<file path="src/rtl/mfm_pkg.sv">
// Shared definitions for the MFM encoder: default fill byte, the A1 sync mark
// and its missing-clock cell pattern, the word size in cells, and the FSM states.
package mfm_pkg;

  localparam logic [7:0]  MFM_FILL_DEFAULT   = 8'h4E;
  localparam logic [7:0]  MFM_SYNC_A1        = 8'hA1;
  localparam logic [15:0] MFM_SYNC_PATTERN   = 16'h4489;
  localparam int          MFM_CELLS_PER_BYTE = 16;

  typedef enum logic {
    IDLE,
    RUN
  } mfm_state_e;

endpackage

</file>
<file path="src/rtl/mfm_byte_encode.sv">
// Combinational MFM encoder for one byte.
//   byte_i     : data byte, MSB encoded first
//   sync_i     : apply the missing clock (clear cell SYNC_CLEAR_CELL)
//   prev_bit_i : last data bit of the previous byte
//   cells_o    : 16 cells, bit 15 is the first cell out
//   last_bit_o : data bit 0, carried into the next byte
module mfm_byte_encode
  import mfm_pkg::*;
#(
  parameter int SYNC_CLEAR_CELL = 5
) (
  input  logic        [7:0]                    byte_i,
  input  logic                                 sync_i,
  input  logic                                 prev_bit_i,
  output logic        [MFM_CELLS_PER_BYTE-1:0] cells_o,
  output logic                                 last_bit_o
);

  logic p;

  // Each data bit yields a clock cell (high only between two zeros) followed
  // by a data cell equal to the bit itself.
  always_comb begin
    // NOTE: blocking assignments here on purpose: p must carry each bit into
    // the next loop iteration within the same evaluation.
    cells_o = '0;
    p       = prev_bit_i;
    for (int i = 7; i >= 0; i--) begin
      cells_o[2*i+1] = ~byte_i[i] & ~p;
      cells_o[2*i]   = byte_i[i];
      p              = byte_i[i];
    end
    if (sync_i) begin
      cells_o[SYNC_CLEAR_CELL] = 1'b0;
    end
  end

  assign last_bit_o = byte_i[0];

endmodule

</file>
<file path="src/rtl/mfm_encoder.sv">
// MFM cell stream feeder. Bytes arrive on a valid/ready handshake, are encoded
// into 16 cells and shifted out one cell per cell_req. At a word boundary with
// no byte available a fill byte is encoded instead, so the stream never stalls.
//   clk50, reset_l          : clock, asynchronous active-low reset
//   enable                  : run request; low returns to IDLE at a word boundary
//   byte_data/sync/valid    : input byte, sync qualifier, valid
//   byte_ready              : combinational accept strobe
//   cell_req                : consume the current cell
//   cell_bit/cell_valid     : current cell and its qualifier
//   underrun                : sticky, a fill byte was inserted
module mfm_encoder
  import mfm_pkg::*;
#(
  parameter logic [7:0] FILL_BYTE       = MFM_FILL_DEFAULT,
  parameter int         SYNC_CLEAR_CELL = 5
) (
  input  logic       clk50,
  input  logic       reset_l,
  input  logic       enable,
  input  logic [7:0] byte_data,
  input  logic       byte_sync,
  input  logic       byte_valid,
  output logic       byte_ready,
  input  logic       cell_req,
  output logic       cell_bit,
  output logic       cell_valid,
  output logic       underrun
);

  localparam logic [3:0] LAST_CELL = 4'(MFM_CELLS_PER_BYTE - 1);

  mfm_state_e                    state_q, state_d;
  logic [MFM_CELLS_PER_BYTE-1:0] shift_q, shift_d;
  logic [3:0]                    cnt_q, cnt_d;
  logic                          prev_q, prev_d;
  logic                          underrun_q, underrun_d;

  logic                          boundary;
  logic                          use_fill;
  logic [7:0]                    enc_byte;
  logic                          enc_sync;
  logic [MFM_CELLS_PER_BYTE-1:0] enc_cells;
  logic                          enc_last;

  // The last cell of the word is being consumed this cycle.
  assign boundary = (state_q == RUN) && cell_req && (cnt_q == LAST_CELL);
  assign use_fill = boundary && enable && !byte_valid;

  // One encoder, shared between the input byte and the gap-fill byte.
  assign enc_byte = use_fill ? FILL_BYTE : byte_data;
  assign enc_sync = !use_fill && byte_sync;

  mfm_byte_encode #(
    .SYNC_CLEAR_CELL(SYNC_CLEAR_CELL)
  ) u_encode (
    .byte_i    (enc_byte),
    .sync_i    (enc_sync),
    .prev_bit_i(prev_q),
    .cells_o   (enc_cells),
    .last_bit_o(enc_last)
  );

  always_comb begin
    // NOTE: every output of this block gets a default first, so no path
    // through the case statement can leave one unassigned and infer a latch.
    state_d    = state_q;
    shift_d    = shift_q;
    cnt_d      = cnt_q;
    prev_d     = prev_q;
    underrun_d = underrun_q;
    byte_ready = 1'b0;

    unique case (state_q)
      IDLE: begin
        byte_ready = enable;
        if (!enable) begin
          underrun_d = 1'b0;
        end else if (byte_valid) begin
          shift_d = enc_cells;
          cnt_d   = '0;
          prev_d  = enc_last;
          state_d = RUN;
        end
      end
      RUN: begin
        if (cell_req) begin
          shift_d = shift_q << 1;
          cnt_d   = cnt_q + 4'd1;
          if (boundary) begin
            byte_ready = enable;
            if (enable) begin
              // Next word follows with no gap cycle; a fill byte if starved.
              shift_d = enc_cells;
              prev_d  = enc_last;
              if (use_fill) begin
                underrun_d = 1'b1;
              end
            end else begin
              state_d = IDLE;
            end
          end
        end
      end
      default: state_d = IDLE;
    endcase
  end

  always_ff @(posedge clk50 or negedge reset_l) begin
    if (!reset_l) begin
      state_q    <= IDLE;
      shift_q    <= '0;
      cnt_q      <= '0;
      prev_q     <= 1'b0;
      underrun_q <= 1'b0;
    end else begin
      // NOTE: non-blocking assignments for all state so every register
      // samples the values from before this edge.
      state_q    <= state_d;
      shift_q    <= shift_d;
      cnt_q      <= cnt_d;
      prev_q     <= prev_d;
      underrun_q <= underrun_d;
    end
  end

  assign cell_valid = (state_q == RUN);
  assign cell_bit   = cell_valid && shift_q[MFM_CELLS_PER_BYTE-1];
  assign underrun   = underrun_q;

endmodule

</file>
<file path="config.mk">
export PLATFORM = sky130hd
export DESIGN_NAME = mfm_encoder
export DESIGN_NICKNAME = d
export VERILOG_FILES = /design/src/rtl/mfm_pkg.sv /design/src/rtl/mfm_byte_encode.sv /design/src/rtl/mfm_encoder.sv
export SDC_FILE = /design/constraint.sdc
export NUM_CORES = 1
export LEC_CHECK = 0
export BUFFER_PORTS_ARGS = -buffer_cell sky130_fd_sc_hd__buf_2
export CORE_MARGIN = 10
export CORE_UTILIZATION = 55
export DETAILED_ROUTE_END_ITERATION = 8
export GPL_TIMING_DRIVEN = 1
export HOLD_SLACK_MARGIN = 0.06
export PLACE_DENSITY = 0.78
export SLEW_MARGIN = 20
export SYNTH_ARGS = -nofsm -noshare
export SYNTH_HDL_FRONTEND = slang
export SYNTH_SLANG_ARGS = --single-unit
</file>
<file path="constraint.sdc">
create_clock -name clk50 -period 3.07 [get_ports clk50]
set_input_delay 0.4605 -clock clk50 [delete_from_list [all_inputs] [get_ports clk50]]
set_output_delay 0.4605 -clock clk50 [all_outputs]
set_load 0.005 [all_outputs]
</file>
==> out/qor.txt <==
Via density -> 5.892
Routed length per instance -> 15.78 um
Final slew viol count -> 0
#FFs+latches synth -> 23
Worst setup EP type -> output pin
Seq/Total Area, Yosys -> 48.02%
Initial Util -> 59.28%
GPL Wtd Cong -> 0.9003
Boundary pin count -> 18
Max Root-Sink Buffers -> 2
Top FF cell, synth -> dfrtp_1
CP peak stage delay -> 0.42 ns
CP delay by family, top -> flip-flops
Nets -> 156
Synth cell count leaders -> 23 x dfrtp_1, 19 x nand2_1, 9 x nor2_1
Period utilization -> 65.33%
Total track usage -> 13.02%
Mapped Area -> 1199 sq um
HPWL Detailed -> 1.872 mm
Syn avg cell area -> 9.589 sq um
Max VDD drop -> 0.4482 mV
Rel. slew slack -> 51.72%
Largest net degree at the start of global routing -> 24
Synth area leader -> dfrtp_1
Max Freq -> 0.4986 GHz
Vias -> 984
WP data required -> 2.61 ns
Clk_lat worst skew -> 0.32 ns
Clock Pin Slew Worst Setup and Hold Paths -> 0.13 ns
Area occupied by multi-input gates -> 553.0 sq um
Max Cap Violations -> 0
Root Buffer -> clkbuf_4
Die Y -> 66.69 um
Total die area -> 4447 sq um
Most frequent cell after synthesis -> dfrtp_1
Share of cells above drive strength 1 -> 21.43%
Initial antenna violation count -> 0
Synth cell types -> 38
R2R Setup Slk -> 1.25 ns
Port buffer count -> 17
Fill cells -> 184
CTS sink cnt -> 23
Clk_skew -> 0.005668 ns
Yosys warning total -> 0
Setup crit start kind -> register
Fin. Hold Viols -> 0
Synthesized netlist cell count -> 125
Vias in the first global route -> 976
DRC errors left -> 0
Post-CTS sizing -> 0
Minimum clock period -> 2.006 ns
CP Class -> register to output pin
CP max stage cell -> dfrtp_1
Antenna diodes -> 0
Final setup viols -> 0
Row cnt -> 16
Worst min-delay path class -> input port to async pin
Run status -> finished clean
Pwr Density -> 754.2 nW/um^2
CTS H-Tree Depth -> 1
GRT overflow -> 0
Fin Setup TNS -> 0 ns
TritonCTS clock tree -> yes
Cell Chain, Critical Path -> ha_1, nand4_2, a21oi_1, buf_2
Tightest Pin Transition -> 0.7241 ns
Detail Route Antenna Nets -> 0
Synth area leaders -> dfrtp_1 48%, nand2_1 5.9%, a22oi_1 3.1%
Total CTS buffers -> 3
Hold Buf Count CTS -> 0
First-pass GRT wire length -> 4.609 mm
First DRT Iteration DRCs -> 76
Post-CTS Setup Bufs -> 0
Ys async rst share -> 100.0%
Router iterations before antenna repair -> 4
Post-route core utilization -> 63.99%
Mapped Nets -> 140
CP arrival -> 1.55 ns
Critical-path maximum fanout -> 7
Leakage power -> 0.0006035 uW
Register area -> 575.6 sq um
Area Growth Syn to Fin -> 7.933%
CORE AREA -> 2022 sq um
Die width -> 66.69 um
Number of enable flip-flop cells after synthesis -> 0
Worst Path Buf+Inv -> 1
Drt total wl -> 2.635 mm
RSZ-0062 raised after global routing -> false
Post-synth top area share -> 48.02%
[cell usage in the layout, fill, tap and decap left out, types with 2 or more instances in the layout]
master    netlist  routed
nor2_1          9       9
a222oi_1        3       3
o21ai_0         7       7
a22oi_1         5       5
clkbuf_4        0       3
buf_2           2      17
nand3_1         3       3
nand2_1        19      19
a21oi_1         6       6
dfrtp_1        23      23
nor2b_1         2       2
nand2b_1        3       3
o21ai_1         6       6
o32ai_1         2       2
inv_1           4       4
nor3_1          5       5
xor2_1          2       2
[final timing paths]
path | start | to | cells past startpoint
max | cnt_q[0]$_DFFE_PN0P_ | byte_ready | 4
min | reset_l | shift_q[2]$_DFFE_PN0P_ | 1
max reg2reg | cell_valid$_DFF_PN0_ | shift_q[2]$_DFFE_PN0P_ | 4
min reg2reg | shift_q[5]$_DFFE_PN0P_ | shift_q[5]$_DFFE_PN0P_ | 2
max in group asynchronous | reset_l | cnt_q[1]$_DFFE_PN0P_ | 1
min in group clk50 | byte_data[0] | shift_q[1]$_DFFE_PN0P_ | 2
[cell families (layout without fill, tap and decap cells)]
kind of cell | after synthesis | after routing | share of synthesized area (%)
AOI/OAI and AO/OA | 37 | 37 | 21.30
xor gates and xnor gates | 3 | 3 | 2.192
adders and majority gates | 1 | 1 | 1.044
buffers and inverters | 11 | 26 | 5.845
DFF | 23 | 23 | 48.02
muxes | 2 | 2 | 1.774
and+or+nand+nor | 48 | 48 | 19.83
[layout make-up]
type / instances / share of cell area, %
clock buffer: 3 / 1.741
clock inverter: 1 / 0.3868
inverter: 5 / 1.451
multi-input combinational: 91 / 42.75
sequential: 23 / 44.49
tap: 27 / 2.611
timing repair buffer: 17 / 6.576
[per-layer routing]
layer  routed length, um  global-route usage, %
met5                   0                      0
met2                1156                  19.55
met4                  43                  5.759
met3                 180                  3.010
met1                1254                  17.20
[power by group]
group	total, uW	internal, uW	switching [uW]
sequential	527	424	103
clock	143	48.8	93.7
combinational	306	150	156
total	976	623	353
[stage by stage]
stage / cell area, sq um / hold WS [ns] / worst slack [ns] / total power, uW / std cells
4_1_cts: 1294 / 0.1033 / 1.050 / 984.6 / 167
6_report: 1294 / 0.09708 / 1.064 / 975.8 / 167
2_1_floorplan: 1199 / 0.1649 / 1.655 / 753.5 / 125
3_3_place_gp: 1266 / 0.4596 / 1.401 / 822.9 / 163
3_5_place_dp: 1266 / 0.4645 / 1.308 / 838.6 / 163
5_1_grt: 1294 / 0.1168 / 0.9261 / 1060 / 167
[state kept, by name (all words and copies together), names as in the netlist]
| register | flops |
|---|---|
| shift_q | 16 |
| cnt_q | 4 |
| cell_valid | 1 |
| prev_q | 1 |
| underrun | 1 |
No activity file was read; power rests on OpenSTA's default activity.
